$ cat src/rtl/generador_pkg.sv
// Shared types for the rectangle generator: rectangle descriptor and its hit test.
// Fields are held at maximum width; instances zero-extend narrower coordinates and colours.
package generador_pkg;

    localparam int COORD_W_DEF = 10;
    localparam int RGB_W_DEF   = 3;
    localparam int COORD_MAX_W = 16;
    localparam int RGB_MAX_W   = 12;

    typedef logic [COORD_MAX_W-1:0] coord_t;
    typedef logic [RGB_MAX_W-1:0]   color_t;

    typedef struct packed {
        coord_t x_l;
        coord_t x_r;
        coord_t y_t;
        coord_t y_b;
        color_t rgb;
        logic   en;
        logic   blink;
    } rect_t;

    localparam rect_t RECT_RESET = '0;

    // Inverted bounds (x_l > x_r or y_t > y_b) fall out as "never hits".
    function automatic logic rect_hit(input rect_t r, input coord_t x, input coord_t y,
                                      input logic phase);
        return r.en && (r.x_l <= x) && (x <= r.x_r) && (r.y_t <= y) && (y <= r.y_b)
               && !(r.blink && phase);
    endfunction

endpackage

$ cat src/rtl/codificador_prioridad.sv
// Lowest-set-bit priority encoder, purely combinational, no backpressure.
// idx is 0 when no request bit is set.
module codificador_prioridad #(
    parameter int N     = 16,
    parameter int IDX_W = $clog2(N)
) (
    input  logic [N-1:0]     req,
    output logic [IDX_W-1:0] idx,
    output logic             valid
);

    always_comb begin
        idx   = '0;
        valid = 1'b0;
        for (int i = N - 1; i >= 0; i--) begin
            if (req[i]) begin
                idx   = IDX_W'(i);
                valid = 1'b1;
            end
        end
    end

endmodule

$ cat src/rtl/generador_rectangulos.sv
// Programmable rectangle overlay, double-buffered table committed on frame_start; 2-cycle pixel latency.
// Writes are refused only during the frame_start cycle (and reset); the pixel stream never stalls.
module generador_rectangulos
    import generador_pkg::*;
#(
    parameter int               N_RECT       = 16,
    parameter int               COORD_W      = COORD_W_DEF,
    parameter int               RGB_W        = RGB_W_DEF,
    parameter logic [RGB_W-1:0] BG_RGB       = '0,
    parameter int               BLINK_FRAMES = 30,
    localparam int              IDX_W        = $clog2(N_RECT)
) (
    input  logic               CLK,
    input  logic               RESET_N,
    input  logic [COORD_W-1:0] pix_x,
    input  logic [COORD_W-1:0] pix_y,
    input  logic               video_on,
    input  logic               frame_start,
    input  logic               wr_valid,
    output logic               wr_ready,
    input  logic [IDX_W-1:0]   wr_idx,
    input  logic [COORD_W-1:0] wr_x_l,
    input  logic [COORD_W-1:0] wr_x_r,
    input  logic [COORD_W-1:0] wr_y_t,
    input  logic [COORD_W-1:0] wr_y_b,
    input  logic [RGB_W-1:0]   wr_rgb,
    input  logic               wr_en,
    input  logic               wr_blink,
    output logic [RGB_W-1:0]   graph_rgb,
    output logic               hit_valid,
    output logic [IDX_W-1:0]   hit_idx
);

    localparam int FC_W = (BLINK_FRAMES > 1) ? $clog2(BLINK_FRAMES) : 1;

    rect_t            pending [N_RECT];
    rect_t            active  [N_RECT];
    logic             dirty;
    logic [FC_W-1:0]  frame_cnt;
    logic             blink_phase;
    rect_t            wr_rect;
    logic             idx_ok;
    logic             wr_fire;

    assign wr_ready = !frame_start && RESET_N;
    assign idx_ok   = (32'(wr_idx) < 32'(N_RECT));
    assign wr_fire  = wr_valid && wr_ready && idx_ok;

    always_comb begin
        wr_rect       = RECT_RESET;
        wr_rect.x_l   = COORD_MAX_W'(wr_x_l);
        wr_rect.x_r   = COORD_MAX_W'(wr_x_r);
        wr_rect.y_t   = COORD_MAX_W'(wr_y_t);
        wr_rect.y_b   = COORD_MAX_W'(wr_y_b);
        wr_rect.rgb   = RGB_MAX_W'(wr_rgb);
        wr_rect.en    = wr_en;
        wr_rect.blink = wr_blink;
    end

    // Bank update, commit and blink counter all share the frame_start edge.
    always_ff @(posedge CLK) begin
        if (!RESET_N) begin
            for (int i = 0; i < N_RECT; i++) begin
                pending[i] <= RECT_RESET;
                active[i]  <= RECT_RESET;
            end
            dirty       <= 1'b0;
            frame_cnt   <= '0;
            blink_phase <= 1'b0;
        end else if (frame_start) begin
            if (dirty) begin
                active <= pending;
                dirty  <= 1'b0;
            end
            if (frame_cnt == FC_W'(BLINK_FRAMES - 1)) begin
                frame_cnt   <= '0;
                blink_phase <= ~blink_phase;
            end else begin
                frame_cnt <= frame_cnt + 1'b1;
            end
        end else if (wr_fire) begin
            pending[wr_idx] <= wr_rect;
            dirty           <= 1'b1;
        end
    end

    logic [N_RECT-1:0] hit_s1;
    color_t            rgb_s1 [N_RECT];
    logic              von_s1;

    // Colours travel with the hit vector so a commit cannot recolour pixels already in flight.
    always_ff @(posedge CLK) begin
        if (!RESET_N) begin
            hit_s1 <= '0;
            von_s1 <= 1'b0;
            for (int i = 0; i < N_RECT; i++) begin
                rgb_s1[i] <= '0;
            end
        end else begin
            von_s1 <= video_on;
            for (int i = 0; i < N_RECT; i++) begin
                hit_s1[i] <= rect_hit(active[i], COORD_MAX_W'(pix_x), COORD_MAX_W'(pix_y),
                                      blink_phase);
                rgb_s1[i] <= active[i].rgb;
            end
        end
    end

    logic [IDX_W-1:0] win_idx;
    logic             win_vld;

    codificador_prioridad #(
        .N     (N_RECT),
        .IDX_W (IDX_W)
    ) u_codificador (
        .req   (hit_s1),
        .idx   (win_idx),
        .valid (win_vld)
    );

    always_ff @(posedge CLK) begin
        if (!RESET_N) begin
            graph_rgb <= '0;
            hit_valid <= 1'b0;
            hit_idx   <= '0;
        end else if (von_s1 && win_vld) begin
            graph_rgb <= RGB_W'(rgb_s1[win_idx]);
            hit_valid <= 1'b1;
            hit_idx   <= win_idx;
        end else begin
            graph_rgb <= von_s1 ? BG_RGB : '0;
            hit_valid <= 1'b0;
            hit_idx   <= '0;
        end
    end

endmodule

$ cat config.mk
export PLATFORM = sky130hd
export DESIGN_NAME = generador_rectangulos
export DESIGN_NICKNAME = d
export VERILOG_FILES = /design/src/rtl/generador_pkg.sv /design/src/rtl/codificador_prioridad.sv /design/src/rtl/generador_rectangulos.sv
export SDC_FILE = /design/constraint.sdc
export NUM_CORES = 2
export LEC_CHECK = 0
export ABC_AREA = 1
export BUFFER_PORTS_ARGS = -buffer_cell sky130_fd_sc_hd__buf_2
export CAP_MARGIN = 20
export CELL_PAD_IN_SITES_DETAIL_PLACEMENT = 0
export CELL_PAD_IN_SITES_GLOBAL_PLACEMENT = 1
export CORE_MARGIN = 2
export CORE_UTILIZATION = 40
export DETAILED_ROUTE_END_ITERATION = 10
export GPL_TIMING_DRIVEN = 0
export PLACE_DENSITY_LB_ADDON = 0.08
export SLEW_MARGIN = 30
export SYNTH_ARGS = -nofsm -noshare
export SYNTH_HDL_FRONTEND = slang
export SYNTH_SLANG_ARGS = --single-unit
$ cat constraint.sdc
create_clock -name CLK -period 2.2 [get_ports CLK]
set_clock_uncertainty 0.05 [all_clocks]
set_input_delay 0.22 -clock CLK [delete_from_list [all_inputs] [get_ports CLK]]
set_output_delay 0.22 -clock CLK [all_outputs]
set_load 0.05 [all_outputs]
# --- Word level (Yosys, flattened, before mapping) ---
# Memories as Yosys holds them, arrays and structs flattened. A register that Yosys moved wholly into a read port is not among the register bits.
# Cells that the tools add are included.
word_totals:
  ff_bits: 2525
  ram_bits: 192
  inputBits: 74
  output_inout_bits: 9
  elab_cells: 498
  mem_count: 1
op_classes:
  addsub: 1
  magnitude_cmp: 66
  eq_ne: 1
  muxes: 55
  bitwise_logic: 20
  n_reduce_logical: 123
memory_table:
  columns: ["name", "depth", "width", "rd", "rd_clocked_by_memory_dff", "write_ports", "line", "rtl"]
  rows:
  - ["rgb_s1", 16, 12, 1, 1, 16, "generador_rectangulos.sv:88", "color_t rgb_s1 [N_RECT];"]
op_table:
  columns: ["cell", "n"]
  rows:
  - ["$bwmux W1248", 1]
  - ["$le A10 B16 Y1", 32]
  - ["$le A16 B10 Y1", 32]
  - ["$demux W78 S4", 1]
  - ["$mux W12", 16]
  - ["$logic_and A1 B1 Y1", 100]
  - ["$mux W78", 1]
  - ["$mux W4", 16]
  - ["$mux W1", 19]
  - ["$logic_not A1 Y1", 18]
  - ["$or A1 B1 Y1", 16]
  - ["$reduce_and A2 Y1", 4]
  - ["$add A5 B1 Y5 const B", 1]
  - ["$eq A5 B5 Y1 const B", 1]
  - ["$ge A5 B5 Y1 const B", 1]
  - ["$lt A5 B1 Y1 const B", 1]
  - ["$mux W5", 1]
  - ["$not A4 Y5", 1]
  - ["$not A1 Y1", 3]
  - ["$reduce_or A2 Y1", 1]

# --- Longest topological paths before layout ---
depth:
  word_depth: 19
  mapped_depth: 22
  ltp_nobuf: 21

# --- By module ---
# Synthesis repeated with hierarchy kept, for this count alone.
hier_totals:
  hier_cells: 8986
  area_unflattened_um2: 67711.2
by_module_without_submodules:
  columns: ["module", "instances", "cells_each", "area_per_inst_um2", "seq_area_each_um2"]
  rows:
  - ["generador_rectangulos", 1, 8937, 67502.2, 30429.2]
  - ["codificador_prioridad", 1, 49, 209.0, 0.0]

# --- Worst setup path after synthesis ---
# No wires, ideal clock.
synth_path:
  path_type: "in2reg"
  from: "input RESET_N"
  to: "register pending[170] (netlist bit)"
  arrival_time_ps: 1744
  required_time_ps: 2034
  setup_slack_ps: 290
  path_stages: 13
  path_cell_list: "buf_2 > inv_2 > nor2_4 > inv_2 > nor2_4 > inv_2 > nor3_2 > inv_2 > nor2_4 > inv_2 > clkbuf_1 > nor2_1 > nor2_1"
synth_between:
  elab_chain_len: 3
synth_rtl:
  columns: ["item", "line", "rtl"]
  rows:
  - ["from (decl)", "generador_rectangulos.sv:14", "input logic RESET_N,"]
  - ["$logic_and A1 B1 Y1", "generador_rectangulos.sv:45", "assign wr_ready = !frame_start && RESET_N;"]
  - ["via wr_ready", "generador_rectangulos.sv:20", "output logic wr_ready,"]
  - ["$logic_and A1 B1 Y1", "generador_rectangulos.sv:47", "assign wr_fire = wr_valid && wr_ready && idx_ok;"]
  - ["$reduce_and A2 Y1 (no line)", null, null]
  - ["to (signal, indexed assignment)", "generador_rectangulos.sv:82", "pending[wr_idx] <= wr_rect;"]
  - ["to (decl)", "generador_rectangulos.sv:36", "rect_t pending [N_RECT];"]
# The timed path passes the listed nets, and every way through them passes these cells.
# A chain may end at the register's enable or synchronous reset.

# --- Worst setup path after layout ---
layout_path:
  from: "input pix_x[1]"
  to: "register hit_s1[2]"
layout_between:
  elab_chain_len: 6
layout_rtl:
  columns: ["item", "line", "rtl"]
  rows:
  - ["from (decl)", "generador_rectangulos.sv:15", "input logic [COORD_W-1:0] pix_x,"]
  - ["$le A16 B10 Y1", "generador_pkg.sv:28", "return r.en && (r.x_l <= x) && (x <= r.x_r) && (r.y_t <= y) && (y <= r.y_b)"]
  - ["$logic_and A1 B1 Y1", "generador_pkg.sv:28", null]
  - ["$logic_and A1 B1 Y1 * (3 in a row)", "generador_pkg.sv:28", null]
  - ["$logic_and A1 B1 Y1 *", "generador_pkg.sv:29", "&& !(r.blink && phase);"]
  - ["to (signal, indexed assignment)", "generador_rectangulos.sv:102", "hit_s1[i] <= rect_hit(active[i], COORD_MAX_W'(pix_x), COORD_MAX_W'(pix_y),"]
  - ["to (decl)", "generador_rectangulos.sv:87", "logic [N_RECT-1:0] hit_s1;"]
# Mark *: on every way between the ends. The rest lies on a longest branch, timed or not.

==> impl_metrics.toml <==
[global_route]
antenna_found_initial = 29
grt_pass1_wl_um = 411700
grt_max_degree = 18
overflow = 0
track_usage_pct = 34.19
first_global_vias = 56352

[worst_hold_path]
min_path_type = "in2reg"
whs_path_depth = 3
hold_path_end = "pending[20]$_SDFFE_PN0P_"
worstHoldStart = "wr_y_b[6]"

[critical_path]
worstPathMaxFanout = 17
critPathArrivalTime_ns = 2.93
startpoint_type = "primary input"
reg2reg_to = "hit_s1[15]$_SDFF_PN0_"
r2r_slack_ns = -0.02
required_ns = 2.87
rr_startpoint = "active[62]$_SDFFE_PN0P_"
r2r_cells = 9
crit_type = "in2reg"
worstSetupEndpointType = "flip-flop"
cp-startpoint = "pix_x[1]"

[finish]
fin_nets = 9622
drive_above_1_share_pct = 8.166
post-route-util_pct = 46.83
fin_area_sq_um = 77950
areaGrowthSynthToFinish_pct = 16.63
final_common_cell = "nor2_1"
fin_cells = 11257
layout_common_cells = "nor2_1, dfxtp_1, o21ai_0"
fill_cells = 16766

[sta]
drv_slew = 0
fin_ws_ns = -0.06486
finalSetupViolCount = 3
hold_ws_ns = -0.0008537
finalHoldViolCount = 1
fmaxAchievable_mhz = 441.5
period_share_pct = 102.9
worst_pin_slew_ns = 1.137
rsz0062_at_grt = "yes"
min_period_ns = 2.265
worst_slew_margin_rel_pct = 24.23

[run_status]
violations = "hold timing, setup timing"
status = "finished with violations"

[clocking]
worstSkewPairLatency_ns = 0.85
cts.clk_slew.worst_paths_ns = 0.06
clockBufferDepth = 3
ctsRootBufferMaster = "clkbuf_16"
cts-htree-levels = 4
cts_tree = "done"
clock-sinks = 1520
cts_buffers = 173

[die]
die_w_um = 412.8
die_h_um = 412.8
ios = 83
dieArea_sq_um = 170400
fp.coreArea_sq_um = 166500
initial_core_util_pct = 40.15
num_rows = 150

[power_and_ir_drop]
power.density_nw_per_um2 = 836.0
fin_total_pwr_w = 0.06517
max-vdd-ir-drop_uv = 860.6
p_leak_nw = 33.98

[drt]
via_count = 60879
wl_per_cell_um = 26.43
drt_iter0_drc = 5423
first_pass_iters = 7
drc = 0
ant_nets = 0
routed_wl_um = 297500
viasPerCell = 5.408

[place]
port_buffers = 36
gp_congestion = 0.9345
place_inst = 10884
dp_hpwl_um = 213300
preCtsSetupSlack_ns = -1.709
placed_area_sq_um = 70790

[synth]
synthTopCellsByArea = "dfxtp_1, nor2_1, ha_1"
async_flop_share_pct = 0
syn_area_sq_um = 66840
ys_types = 45
synth_seq_cells = 1520
syn_inst = 8603
syn_area_per_cell_sq_um = 7.769
ys_warn_count = 0
synth_nets = 9319
yosysSeqAreaShare_pct = 45.53
synth_top_area_cell = "dfxtp_1"
synthFlopType = "dfxtp_1"
synth.top_cell.area_share_pct = 45.53
synth_edf_count = 0

[job]
maxCapViolCount = 0
## cell type report
type	instances	area (sq um)	share of cell area, %
Sequential cell	1520	30440	39.05
Timing Repair Buffer	128	1648	2.114
Buffer	555	2417	3.101
Tap cell	2204	2758	3.538
Clock inverter	57	649.4	0.8330
Clock buffer	262	5209	6.682
Multi-Input combinational cell	5876	32370	41.53
Antenna cell	3	7.507	0.009630
Inverter	652	2447	3.139
## worst max-delay path, stage by stage
cell	delay, ns
buf_6	0.38
inv_2	0.30
buf_12	0.25
ha_1	0.32
nand3_1	0.12
nor2_1	0.06
a211oi_2	0.16
o221ai_1	0.23
a221oi_2	0.29
nor2_1	0.10
nor4_4	0.41
## repair_timing
| item | CTS | global route |
|---|---|---|
| endpoints found under the setup margin | 770 | 118 |
| gates resized for setup | 100 | 127 |
| cloned | 0 | 1 |
| buffers inserted | 0 | 6 |
| pin swaps | 8 | 35 |
| endpoints found under the hold margin | 198 | 5 |
| hold buffers | 43 | 1 |
## logic make-up (layout without fill, tap and decap cells)
logic type      Yosys count  in the layout  synth area share (%)
buf+inv                1207           1654                 6.940
compound gates         2240           2240                 17.77
flops                  1520           1520                 45.53
fa+ha+maj               642            642                 12.02
xor+xnor                  1              1               0.01311
other cells               0              3                     0
simple gates           2993           2993                 17.73
## layer usage
layer / GRT usage (%) / routed length (um) / vias up / part of all wire [%]
li1: - / - / 29121 / -
met1: 42.68 / 123500 / 28969 / 42
met2: 56.01 / 134300 / 2109 / 45
met3: 5.344 / 19260 / 672 / 6.5
met4: 19.59 / 20440 / 8 / 6.9
met5: 0 / 57 / - / 0.019
## state kept, by name, summed over array words and instances (netlist names)
| signal | flops |
|---|---|
| rgb_s1 | 48 |
| graph_rgb | 3 |
| active | 720 |
| pending | 720 |
| hit_idx | 4 |
| dirty | 1 |
| von_s1 | 1 |
| hit_valid | 1 |
| blink_phase | 1 |
| hit_s1 | 16 |
| frame_cnt | 5 |
## worst max path at each step
| stage | end | slack, ns | depth (start not counted) |
|---|---|---|---|
| floorplan | pending[170]$_SDFFE_PN0P_ | 0.29 | 13 |
| detailed placement | hit_s1[2]$_SDFF_PN0_ | -1.71 | 13 |
| CTS | hit_s1[0]$_SDFF_PN0_ | -0.12 | 11 |
| global placement | hit_s1[15]$_SDFF_PN0_ | -3.16 | 9 |
| finish | hit_s1[2]$_SDFF_PN0_ | -0.06 | 11 |
| global route | hit_s1[0]$_SDFF_PN0_ | -0.1 | 11 |
## where the power goes
| group | internal, W | total [W] | switching [W] | leakage, nW |
|---|---|---|---|---|
| sequential | 0.0282 | 0.0285 | 0.000311 | 12.3 |
| combinational | 0.00193 | 0.00667 | 0.00473 | 18.8 |
| clock | 0.0175 | 0.0300 | 0.0125 | 2.91 |
| total | 0.0476 | 0.0652 | 0.0175 | 34.0 |
## synth_stat cells, drive strengths merged, types with 2 or more instances
master  count
buf       168
a221oi     47
o21ai    1506
o21bai     26
inv       651
o211ai     37
o32ai       2
dfxtp    1520
a21oi     523
a32o       10
a211oi      9
clkbuf    387
nor3       46
o211a       4
nor2     2354
nand4      38
a31oi       3
nand2     357
a32oi      16
o21a       20
o31ai       4
ha        642
nand3b     15
nand3     164
nor4       17
o221ai     20
a21o        9
## per-stage QoR
stage          setup TNS (ns)  hold slack (ns)
3_5_place_dp         -1164.97           0.3667
4_1_cts               -0.1175         0.006007
6_report             -0.08472       -0.0008537
5_1_grt               -0.2765          0.02829
3_3_place_gp         -1605.83           0.3662
2_1_floorplan               0           0.2676
Note: power is estimated with default switching activity, not from simulation.
